[src/rtl/constants_pkg.sv]
// Shared architectural widths for the pipeline stages.
package constants_pkg;
  localparam int XLEN = 32;
  localparam int ILEN = 32;
endpackage

[src/rtl/if_id_buffer.sv]
// Instruction buffer between fetch and decode: a DEPTH-entry FIFO of {pc, instr} pairs.
// Outputs come only from registered state. Nothing passes straight from the inputs to the outputs.
//
// Handshakes (valid/ready):
//   fetch side : a beat transfers on a rising edge where valid_i=1 and stall_o=0.
//                stall_o is the inverse of ready. Fetch must hold the instruction until it is taken.
//   decode side: a beat transfers on a rising edge where valid_o=1 and ready_i=1.
//                ready_i is ignored while valid_o=0.
//   flush_i and rst cancel both transfers for that edge. rst takes priority over flush_i.
module if_id_buffer
  import constants_pkg::*;
#(
  parameter int DEPTH = 4
) (
  input  logic                     clk,
  input  logic                     rst,
  input  logic [ILEN-1:0]          instr_i,
  input  logic [XLEN-1:0]          pc_i,
  input  logic                     valid_i,
  output logic                     stall_o,
  input  logic                     flush_i,
  output logic [ILEN-1:0]          instr_o,
  output logic [XLEN-1:0]          pc_o,
  output logic                     valid_o,
  input  logic                     ready_i,
  output logic [$clog2(DEPTH):0]   count_o
);

  localparam int AW = $clog2(DEPTH);
  localparam int CW = AW + 1;
  localparam logic [ILEN-1:0] NOP = 32'h0000_0013;

  logic [ILEN-1:0] mem_instr [DEPTH];
  logic [XLEN-1:0] mem_pc    [DEPTH];
  logic [AW-1:0]   head;
  logic [AW-1:0]   tail;
  logic [CW-1:0]   count;
  logic            enq;
  logic            deq;

  assign stall_o = (count == CW'(DEPTH));
  assign valid_o = (count != '0);
  assign count_o = count;

  assign enq = valid_i && !stall_o;
  assign deq = valid_o && ready_i;

  assign instr_o = valid_o ? mem_instr[head] : NOP;
  assign pc_o    = valid_o ? mem_pc[head]    : '0;

  // The pointers are AW bits wide and DEPTH is a power of two, so they wrap on their own.
  always_ff @(posedge clk) begin
    if (rst) begin
      head  <= '0;
      tail  <= '0;
      count <= '0;
    end else if (flush_i) begin
      head  <= '0;
      tail  <= '0;
      count <= '0;
    end else begin
      if (enq) tail <= tail + 1'b1;
      if (deq) head <= head + 1'b1;
      case ({enq, deq})
        2'b10:   count <= count + 1'b1;
        2'b01:   count <= count - 1'b1;
        default: count <= count;
      endcase
    end
  end

  // Reset and flush leave the entry contents alone. Only the pointers and count are visible.
  always_ff @(posedge clk) begin
    if (!rst && !flush_i && enq) begin
      mem_instr[tail] <= instr_i;
      mem_pc[tail]    <= pc_i;
    end
  end

endmodule

[config.mk]
export PLATFORM = sky130hd
export DESIGN_NAME = if_id_buffer
export DESIGN_NICKNAME = d
export VERILOG_FILES = /design/src/rtl/constants_pkg.sv /design/src/rtl/if_id_buffer.sv
export SDC_FILE = /design/constraint.sdc
export NUM_CORES = 1
export LEC_CHECK = 0
export BUFFER_PORTS_ARGS = -buffer_cell sky130_fd_sc_hd__buf_2
export CORE_AREA = 2 2 154 156
export DETAILED_ROUTE_END_ITERATION = 16
export DIE_AREA = 0 0 156 158
export PLACE_DENSITY_LB_ADDON = 0.2
export SKIP_LAST_GASP = 1
export SYNTH_ARGS = -nofsm -noshare
export SYNTH_HDL_FRONTEND = slang
export SYNTH_SLANG_ARGS = --single-unit
[constraint.sdc]
create_clock -name clk -period 8 [get_ports clk]
set_clock_uncertainty 0.15 [all_clocks]
set_input_delay 0.8 -clock clk [delete_from_list [all_inputs] [get_ports clk]]
set_output_delay 0.8 -clock clk [all_outputs]
set_load 0.1 [all_outputs]
# ---- Word level (Yosys, flattened, before mapping)
# Memory sizes are Yosys's and may differ from the RTL's. A register that Yosys moved wholly into a read port is not among the register bits.
# Cells that the tools add are included.
dict set report classes {
  n_addsub 4
  eq_ne 3
  muxes 9
  reduce_logical 10
}
# operator n
set ops {}
lappend ops {{$mux W32} 2}
lappend ops {{$mux W2} 4}
lappend ops {{$pmux W3 S2} 1}
lappend ops {{$add A2 B1 Y2 const B} 2}
lappend ops {{$logic_and A1 B1 Y1} 4}
lappend ops {{$add A3 B1 Y3 const B} 1}
lappend ops {{$eq A3 B3 Y1 const B} 1}
lappend ops {{$logic_not A1 Y1} 3}
lappend ops {{$reduce_bool A3 Y1} 1}
lappend ops {{$sub A3 B1 Y3 const B} 1}
lappend ops {{$eq A2 B1 Y1 const B} 1}
lappend ops {{$eq A2 B2 Y1 const B} 1}
lappend ops {{$mux W1} 2}
lappend ops {{$reduce_bool A2 Y1} 1}
lappend ops {{$reduce_or A2 Y1} 1}
dict set report word_totals {
  reg_bits 7
  ram_bits 256
  input_bits 69
  out_inout_bits 69
  word_cells 31
  memories 2
}
# memory words word_bits rd rd_clocked_by_memory_dff write_ports line
set mem_list {}
lappend mem_list {mem_instr 4 32 1 1 1 if_id_buffer.sv:33} ;# logic [ILEN-1:0] mem_instr [DEPTH];
lappend mem_list {mem_pc 4 32 1 1 1 if_id_buffer.sv:34} ;# logic [XLEN-1:0] mem_pc [DEPTH];

# ---- Depth between registers and ports, before layout
# Gate-level depths: netlist (run 1).
dict set report depth {
  word_depth 6
  depth_mapped 9
  depth_no_buf 9
}

# ---- Worst setup path before layout (run 1)
# OpenSTA, ideal clock, no wires.
dict set report synth_path {
  kind {flip-flop to output port}
  from {register count[1], in the netlist count_o[1]}
  to {output pc_o[22]}
  t_arrival_ns 3.173
  path_slack_ns 3.877
  stages_incl_launch_ff 5
  path_buffers 1
  cell_sequence {dfxtp_1 > nor3_2 > inv_2 > clkbuf_1 > and2_1}
}
dict set report synth_via {
  elab_chain_cells 2
}
# item line
set synth_rtl {}
lappend synth_rtl {{start: declaration} if_id_buffer.sv:37} ;# logic [CW-1:0] count;
lappend synth_rtl {{start signal: assignment} if_id_buffer.sv:65} ;# 2'b10: count <= count + 1'b1;
lappend synth_rtl {{start signal: assignment} if_id_buffer.sv:66} ;# 2'b01: count <= count - 1'b1;
lappend synth_rtl {{start signal: assignment} if_id_buffer.sv:67} ;# default: count <= count;
lappend synth_rtl {{$reduce_bool A3 Y1} if_id_buffer.sv:42} ;# assign valid_o = (count != '0);
lappend synth_rtl {{via valid_o} if_id_buffer.sv:24} ;# output logic valid_o,
lappend synth_rtl {{$mux W32} if_id_buffer.sv:49} ;# assign pc_o = valid_o ? mem_pc[head] : '0;
lappend synth_rtl {{end: declaration} if_id_buffer.sv:23} ;# output logic [XLEN-1:0] pc_o,
# The timed path passes the listed nets, and every way through them passes these cells.

==> results.md, run 1 <==
- Final worst setup slack: 3.88 ns
- IO Pins: 138
- Crit path capture type: primary output
- Drt pass-1 iters: 7
- Setup tns final: 0 ns
- Finished Layout Cells: 914
- Fmax: 243 MHz
- Worst path cell trace: buf_4, mux4_1, or2_1, buf_2
- Bufs on Longest Clock Path: 3
- Skew-Pair Late Insertion Delay: 0.52 ns
- Die height: 158 um
- Cts repair resizes: 0
- Area Overhead vs Synth: 16.5%
- Dpl cell area: 0.0111 mm2
- Die area: 0.0246 mm2
- Synth warn: 0
- Vias in the first global route: 5208
- WHS: 0.336 ns
- Endpoints failing hold: 0
- Worst r2r dst: count_o[2]$_SDFFE_PP0P_
- WP data arrival: 3.17 ns
- Global-route wire length before repair: 28.3 mm
- Antenna violations before repair: 3
- Netlist cell types: 31
- Avg Cell Area, Syn: 22.2 um2
- Minimum clock period: 4.12 ns
- #FFs+latches synth: 265
- Required time worst endpoint: 7.05 ns
- Reg area: 0.00788 mm2
- FILL cells: 1862
- Slowest stage cell, crit path: dfxtp_4
- GRT Total Usage: 15.3%
- Pin count of the biggest net entering global routing: 65
- Post-CTS Setup Bufs: 0
- Outcome: completed
- CTS buffer count: 28
- CP max stage delay: 0.77 ns
- Worst setup path class: reg2out
- Synth top area share: 75.2%
- Vias: 4854
- Post-place setup slack: 4.30 ns
- RSZ-0062 raised after global routing: no
- Setup Viol. Count Final: 0
- Detailed placer's ending HPWL: 10.2 mm
- Initial core utilization: 44.3%
- Net count after synthesis: 535
- H-tree levels: 1
- Post-Syn Area: 0.0102 mm2
- Fin. max-slew vios: 0
- WL per Instance: 20.5 um
- Power Dens Cells: 246 mW/mm2
- VDD IR-drop max: 0.187 mV
- Worst-margin pin slew: 1.10 ns
- Pleak: 4.06 nW
- Post-synth top area cell: edfxtp_1
- Seq/Total Area, Yosys: 77.0%
- Hold buffers post-CTS: 0
- Core box area: 0.0231 mm2
- Clk root buf: clkbuf_16
- CTS tree: yes
- Row count: 56
- Placed instance count: 867
- Initial DRC count: 240
- Highest net fanout along the worst path: 34
- Max_cap viols: 0
- Clk sinks: 265
- Multi-input logic area: 0.00215 mm2
- Final period utilization: 51.5%
- Worst min-delay path startpoint: head[0]$_SDFFE_PP0P_
- Slew Limit Headroom: 26.8%
- Clk slew on worst S/H paths: 0.06 ns
- Share of layout cells above drive strength 1: 38.7%
- IO Port Bufs: 137
- Final WL: 18.8 mm
- Final instance area: 0.0119 mm2
- Post-route DRC: 0
- Ranking of synthesized cells by area: edfxtp_1 75%, mux4_2 13%, and2_1 3.8%
- Ys async rst share: 0%
- Ys flop type: edfxtp_1
- NumNets Final: 682
- Reg2reg start: count_o[0]$_SDFFE_PP0P_
- DRT antenna net count: 0
- Post-Synthesis Cells: 460
- Number of flops mapped to enable cells by yosys: 256
- Reg2reg setup slack: 4.89 ns
- Die width: 156 um
- Startpoint types: flip-flop
- Mean number of vias per cell: 5.31
- WHS Path Cells: 2
- Gpl congestion: 0.754
- Total gr overflow: 0
- R2r worst-path depth: 9
- Min-delay worst type: reg2reg
[cell usage after synthesis, types with 2 or more instances]
cell type  count
edfxtp_1     256
clkbuf_1       7
and2_1        62
o21ai_0        4
or3_1          2
nor2_1         4
and3_1         4
nand2_1        2
xor2_1         2
inv_1          7
buf_2          6
mux4_1         4
buf_12         6
ha_1           5
mux4_2        60
a21oi_1        4
dfxtp_1        9
or2_1          3
[where the power goes]
group | leakage [nW] | internal (mW) | switching (mW)
clock network | 0.388 | 0.650 | 0.476
registers | 2.39 | 1.54 | 0.00636
logic | 1.28 | 0.0555 | 0.212
total | 4.06 | 2.24 | 0.694
[cell type report]
class,instances,area share (%)
multi-input cells,166,18.1
flip-flops and latches,265,66.1
well taps,290,3.05
diodes,1,0.0210
repair buffers,138,5.82
inverters,8,0.252
clock inverters,12,0.441
clock buffers,34,6.25
[routing by layer]
layer / up-vias / global-route usage, % / part of all wire [%]
met3: 29 / 4.19 / 6.4
met4: 4 / 4.46 / 2.0
met1: 2514 / 18.6 / 40
met5: - / 0 / 0.13
met2: 151 / 26.9 / 51
li1: 2156 / - / -
[layout by cell type, fill, tap and decap left out, drive strengths merged, types with 4 or more instances in the layout]
cell type / netlist / layout
a21oi: 4 / 4
and2: 63 / 63
inv: 8 / 8
ha: 5 / 5
dfxtp: 9 / 9
clkinv: 0 / 11
nor2: 4 / 4
buf: 13 / 138
o21ai: 4 / 4
and3: 4 / 4
mux4: 64 / 64
clkbuf: 8 / 34
or2: 4 / 4
edfxtp: 256 / 256
[sequential cells by signal (all words and copies together), names as in the netlist, named ones only]
signal / cells
count_o: 3
head: 2
mem_instr: 128
mem_pc: 128
tail: 2
[stage by stage]
stage                     utilization, %  total power [mW]
final                               51.7              2.94
after global routing                51.7              3.03
after CTS                           51.7              2.97
after detailed placement            48.2              1.84
after global placement              48.2              1.84
after floorplan                        -              1.78
[worst max-delay path by stage]
stage,start,end,cells after the start
4_1_cts,flip-flop,instr_o[4],4
6_report,flip-flop,instr_o[4],4
2_1_floorplan,count_o[1]$_SDFFE_PP0P_,pc_o[22],4
3_3_place_gp,flip-flop,instr_o[1],4
3_5_place_dp,flip-flop,instr_o[4],4
5_1_grt,flip-flop,instr_o[4],4
[cells by family (layout without fill, tap and decap cells)]
group	after synthesis	in the layout	synth area share [%]
compound gates	10	10	0.539
xor+xnor	2	2	0.171
fa+ha+maj	6	6	0.808
buf+inv	29	192	2.18
flops	265	265	77.0
mux	64	64	14.2
other cells	0	1	0
simple gates	84	84	5.09
[worst max-delay path, delay by kind of cell (launching register included)]
family / cells / cell delay [ns]
multiplexers: 1 / 0.63
AND/OR/NAND/NOR: 1 / 0.23
buffers and inverters: 2 / 0.98
flip-flops: 1 / 0.77
No activity file was read; power rests on OpenSTA's default activity.
==> run 2, diff against run 1 <==
- clock period: 8 -> 3.84 ns (I/O delays scaled with it)
==> run 2 against run 1 <==
Compared with the run above: cell area up 7.3%; largest power group unchanged; sequential power up 110%; die area unchanged; first-iteration DRC count grew 33%; wire length rose by 2.7%.
==> results.md, run 2 (synthesized netlist as in run 1, its figures left out) <==
- Setup Viol. Count Final: 0
- IO Port Bufs: 137
- WL per Instance: 19.6 um
- Fmax: 309 MHz
- Vias: 5031
- WP data arrival: 2.70 ns
- Final instance area: 0.0128 mm2
- Core box area: 0.0231 mm2
- Finished Layout Cells: 984
- Outcome: completed
- Worst-margin pin slew: 1.05 ns
- Post-route DRC: 0
- Vias in the first global route: 5445
- Initial core utilization: 44.3%
- Min-delay worst type: in2reg
- Clk sinks: 265
- Final WL: 19.3 mm
- Max_cap viols: 0
- Crit path capture type: primary output
- CTS buffer count: 27
- Die area: 0.0246 mm2
- H-tree levels: 1
- Final core utilization: 55.5%
- Startpoint types: flip-flop
- Share of layout cells above drive strength 1: 36.0%
- Skew-Pair Late Insertion Delay: 0.51 ns
- Most common cell after layout, fill and taps aside: edfxtp_1
- Worst setup path class: reg2out
- Bufs on Longest Clock Path: 3
- Endpoints failing hold: 0
- DRT antenna net count: 0
- Die width: 156 um
- IO Pins: 138
- Commonest cells after routing, fill and taps aside: 256 x edfxtp_1, 137 x buf_2, 65 x dlygate4sd3_1
- # diodes: 0
- Pin count of the biggest net entering global routing: 65
- Final period utilization: 84.2%
- Pleak: 4.44 nW
- Highest net fanout along the worst path: 28
- Clk root buf: clkbuf_16
- Slew Limit Headroom: 29.7%
- CTS tree: yes
- Gpl congestion: 0.714
- Initial DRC count: 318
- Post-place setup slack: 1.08 ns
- Dpl cell area: 0.0112 mm2
- Post-CTS Setup Bufs: 0
- Clk slew on worst S/H paths: 0.06 ns
- Fin. max-slew vios: 0
- Detailed placer's ending HPWL: 10.6 mm
- Mean number of vias per cell: 5.11
- Row count: 56
- Total gr overflow: 0
- VDD IR-drop max: 0.409 mV
- Drt pass-1 iters: 4
- Antenna violations before repair: 1
- Cts repair resizes: 0
- Required time worst endpoint: 3.31 ns
- GRT Total Usage: 15.7%
- Die height: 158 um
- Setup tns final: 0 ns
- Power Dens Cells: 521 mW/mm2
- Global-route wire length before repair: 29.5 mm
- Minimum clock period: 3.23 ns
- RSZ-0062 raised after global routing: no
- Area Overhead vs Synth: 25.1%
- Placed instance count: 870
- NumNets Final: 749
- Final worst setup slack: 0.607 ns
-- run 2: worst max-delay path, cell delays in order (launching register included) --
cell and delay, ns:
dfxtp_4 0.73, buf_4 0.42, mux4_2 0.54, and2_1 0.17, buf_2 0.28
-- run 2: cell type report --
type | count | area, um2
sequential | 265 | 7880
clock inverter | 17 | 279
timing repair buffer | 206 | 1390
multi-input combinational | 166 | 2150
clock buffer | 32 | 694
inverter | 8 | 30.0
tap | 290 | 363
fill | 1758 | 10300
-- run 2: path summary, 6_finish.rpt --
check / from / endpoint / slack (ns) / depth (start not counted)
worst max register to register: count_o[2]$_SDFFE_PP0P_ / count_o[2]$_SDFFE_PP0P_ / 1.23 / 9
worst min register to register: head[1]$_SDFFE_PP0P_ / flip-flop / 0.34 / 2
worst min-delay path: ready_i / flip-flop / 0.04 / 3
worst max-delay path: flip-flop / pc_o[28] / 0.61 / 4
-- run 2: metal layers --
layer | share of wire, % | GRT usage, %
met5 | 0.057 | 0
met4 | 1.4 | 3.80
met3 | 5.4 | 3.72
met2 | 50 | 27.3
met1 | 43 | 20.1
-- run 2: per-stage QoR --
step           power, mW  hold WS (ns)
2_1_floorplan       3.71         0.309
3_3_place_gp        3.83         0.312
3_5_place_dp        3.84         0.330
4_1_cts             6.73       0.00740
5_1_grt             6.88        0.0447
6_report            6.66        0.0450
-- run 2: repair_timing --
| action | in CTS | in global routing |
|---|---|---|
| endpoints found under the setup margin | 0 | 0 |
| endpoints found under the hold margin | 257 | 0 |
| hold buffers | 65 | 0 |
-- run 2: power by group --
part	total (mW)	switching, mW	internal, mW	leakage, nW
logic	0.614	0.453	0.161	1.57
clock network	2.83	1.01	1.82	0.475
registers	3.21	0.0129	3.20	2.39
==> run 3, diff against run 2 <==
- clock period: 3.84 -> 2.86 ns (I/O delays scaled with it)
==> run 3 against run 2 <==
Compared with the run above: core utilization grew 0.48 points; global-route usage up 0.37 points; critical path depth up 2; register-to-register slack worse by 0.89 ns; sequential cell count stayed put; worst setup slack lost 0.46 ns; via count rose by 1.8%; largest cell class unchanged; highest routed layer is now met4.
==> results.md, run 3 (synthesized netlist as in run 1, its figures left out) <==
- CTS tree: yes
- Area Overhead vs Synth: 26.2%
- Final WL: 19.4 mm
- Crit path top cell by count: buf_4
- Pin count of the biggest net entering global routing: 65
- CTS buffer count: 29
- RSZ-0062 raised after global routing: no
- Min-delay worst type: reg2reg
- Mean number of vias per cell: 5.10
- Worst-margin pin slew: 0.517 ns
- Fin. max-slew vios: 0
- Pint: 6.52 mW
- IO Port Bufs: 137
- Detailed placer's ending HPWL: 10.9 mm
- Dpl cell area: 0.0113 mm2
- Endpoints failing hold: 0
- Final period utilization: 94.7%
- Initial DRC count: 237
- Share of layout cells above drive strength 1: 38.4%
- Reg2reg start: count_o[0]$_SDFFE_PP0P_
- Commonest cells after routing, fill and taps aside: 256 x edfxtp_1, 137 x buf_2, 70 x dlygate4sd3_1
- Setup tns final: 0 ns
- Die height: 158 um
- IO Pins: 138
- VDD IR-drop max: 0.487 mV
- Die width: 156 um
- Fmax: 369 MHz
- Pleak: 4.50 nW
- Die area: 0.0246 mm2
- WL per Instance: 19.4 um
- Crit path capture type: primary output
- Drt pass-1 iters: 6
- Startpoint types: flip-flop
- Most common cell after layout, fill and taps aside: edfxtp_1
- Skew-Pair Late Insertion Delay: 0.53 ns
- Max_cap viols: 0
- Required time worst endpoint: 2.42 ns
- Initial core utilization: 44.3%
- NumNets Final: 766
- Slew Limit Headroom: 65.8%
- Power after layout: 8.56 mW
- Vias: 5120
- Minimum clock period: 2.71 ns
- WP data arrival: 2.27 ns
- Vias in the first global route: 5512
- CP max stage delay: 0.44 ns
- Sequential power share: 50.3%
- Antenna violations before repair: 1
- GRT Total Usage: 16.0%
- DRT antenna net count: 0
- Crit. Startpoint: count_o[0]$_SDFFE_PP0P_
- Final instance area: 0.0129 mm2
- Setup Viol. Count Final: 0
- Cts repair resizes: 0
- Comb pwr share: 9.9%
- Row count: 56
- Clk slew on worst S/H paths: 0.06 ns
- Part of the power in the clock network: 39.8%
- FILL cells: 1794
- Worst setup path class: reg2out
- Global-route wire length before repair: 30.1 mm
- Psw: 2.04 mW
- Gpl congestion: 0.782
- Power Dens Cells: 664 mW/mm2
- Core box area: 0.0231 mm2
- Highest net fanout along the worst path: 36
- Multi-input logic area: 0.00216 mm2
- H-tree levels: 1
- Worst path cell trace: nor3_2, buf_4, inv_2, buf_4, and2_1, buf_2
- Sw Share: 23.8%
- Bufs on Longest Clock Path: 3
- Post-route DRC: 0
- Worst min-delay path startpoint: head[1]$_SDFFE_PP0P_
- Slowest stage cell, crit path: dfxtp_1
- Reg area: 0.00788 mm2
- Clk root buf: clkbuf_16
- Total gr overflow: 0
- Clk sinks: 265
- Outcome: completed
[run 3: power groups by stage]
stage / Sequential (mW) / Combinational, mW / Clock (mW)
floorplan: 4.40 / 0.576 / 0
global placement: 4.39 / 0.764 / 0
detailed placement: 4.39 / 0.776 / 0
CTS: 4.31 / 0.854 / 3.50
global route: 4.31 / 0.890 / 3.65
finish: 4.31 / 0.846 / 3.41
[run 3: path summary, 6_finish.rpt]
path / end / slack (ns) / depth (start not counted)
min: flip-flop / 0.34 / 2
max reg2reg: count_o[2]$_SDFFE_PP0P_ / 0.34 / 9
max: instr_o[25] / 0.15 / 6
min reg2reg: flip-flop / 0.34 / 2
[run 3: layout make-up]
cell class              count  share of cell area [%]
multi-input cells         166                    16.8
inverters                   8                   0.233
clock inverters            16                   0.825
flip-flops and latches    265                    61.1
repair buffers            221                    12.2
well taps                 290                    2.81
diodes                      1                  0.0194
clock buffers              37                    6.02
[run 3: per-layer routing]
| layer | global-route usage, % | vias to the layer above | routed length [um] |
|---|---|---|---|
| met3 | 3.75 | 33 | 1130 |
| li1 | - | 2339 | - |
| met1 | 20.5 | 2613 | 8330 |
| met4 | 4.15 | 0 | 381 |
| met2 | 27.8 | 135 | 9610 |
| met5 | 0 | - | 0 |
[run 3: repair_timing]
item                      in CTS  in global routing
hold buffers                  70                  0
setup buffers                  0                  0
hold endpoints to repair     265                  0
[run 3: stage by stage]
stage / hold WS, ns / cells / utilization, % / worst slack, ns
final: 0.345 / 1004 / 55.9 / 0.151
after global routing: 0.351 / 1003 / 55.9 / 0.00701
after CTS: 0.330 / 1003 / 55.9 / 0.0817
after detailed placement: 0.323 / 880 / 49.1 / 0.346
after global placement: 0.313 / 880 / 49.1 / 0.420
after floorplan: 0.235 / 460 / - / -0.0359
[run 3: worst max-delay path, delay by kind of cell (launching register included)]
family / cells / cell delay [ns]
simple gates: 2 / 0.29
buf+inv: 4 / 1.00
flops: 1 / 0.44
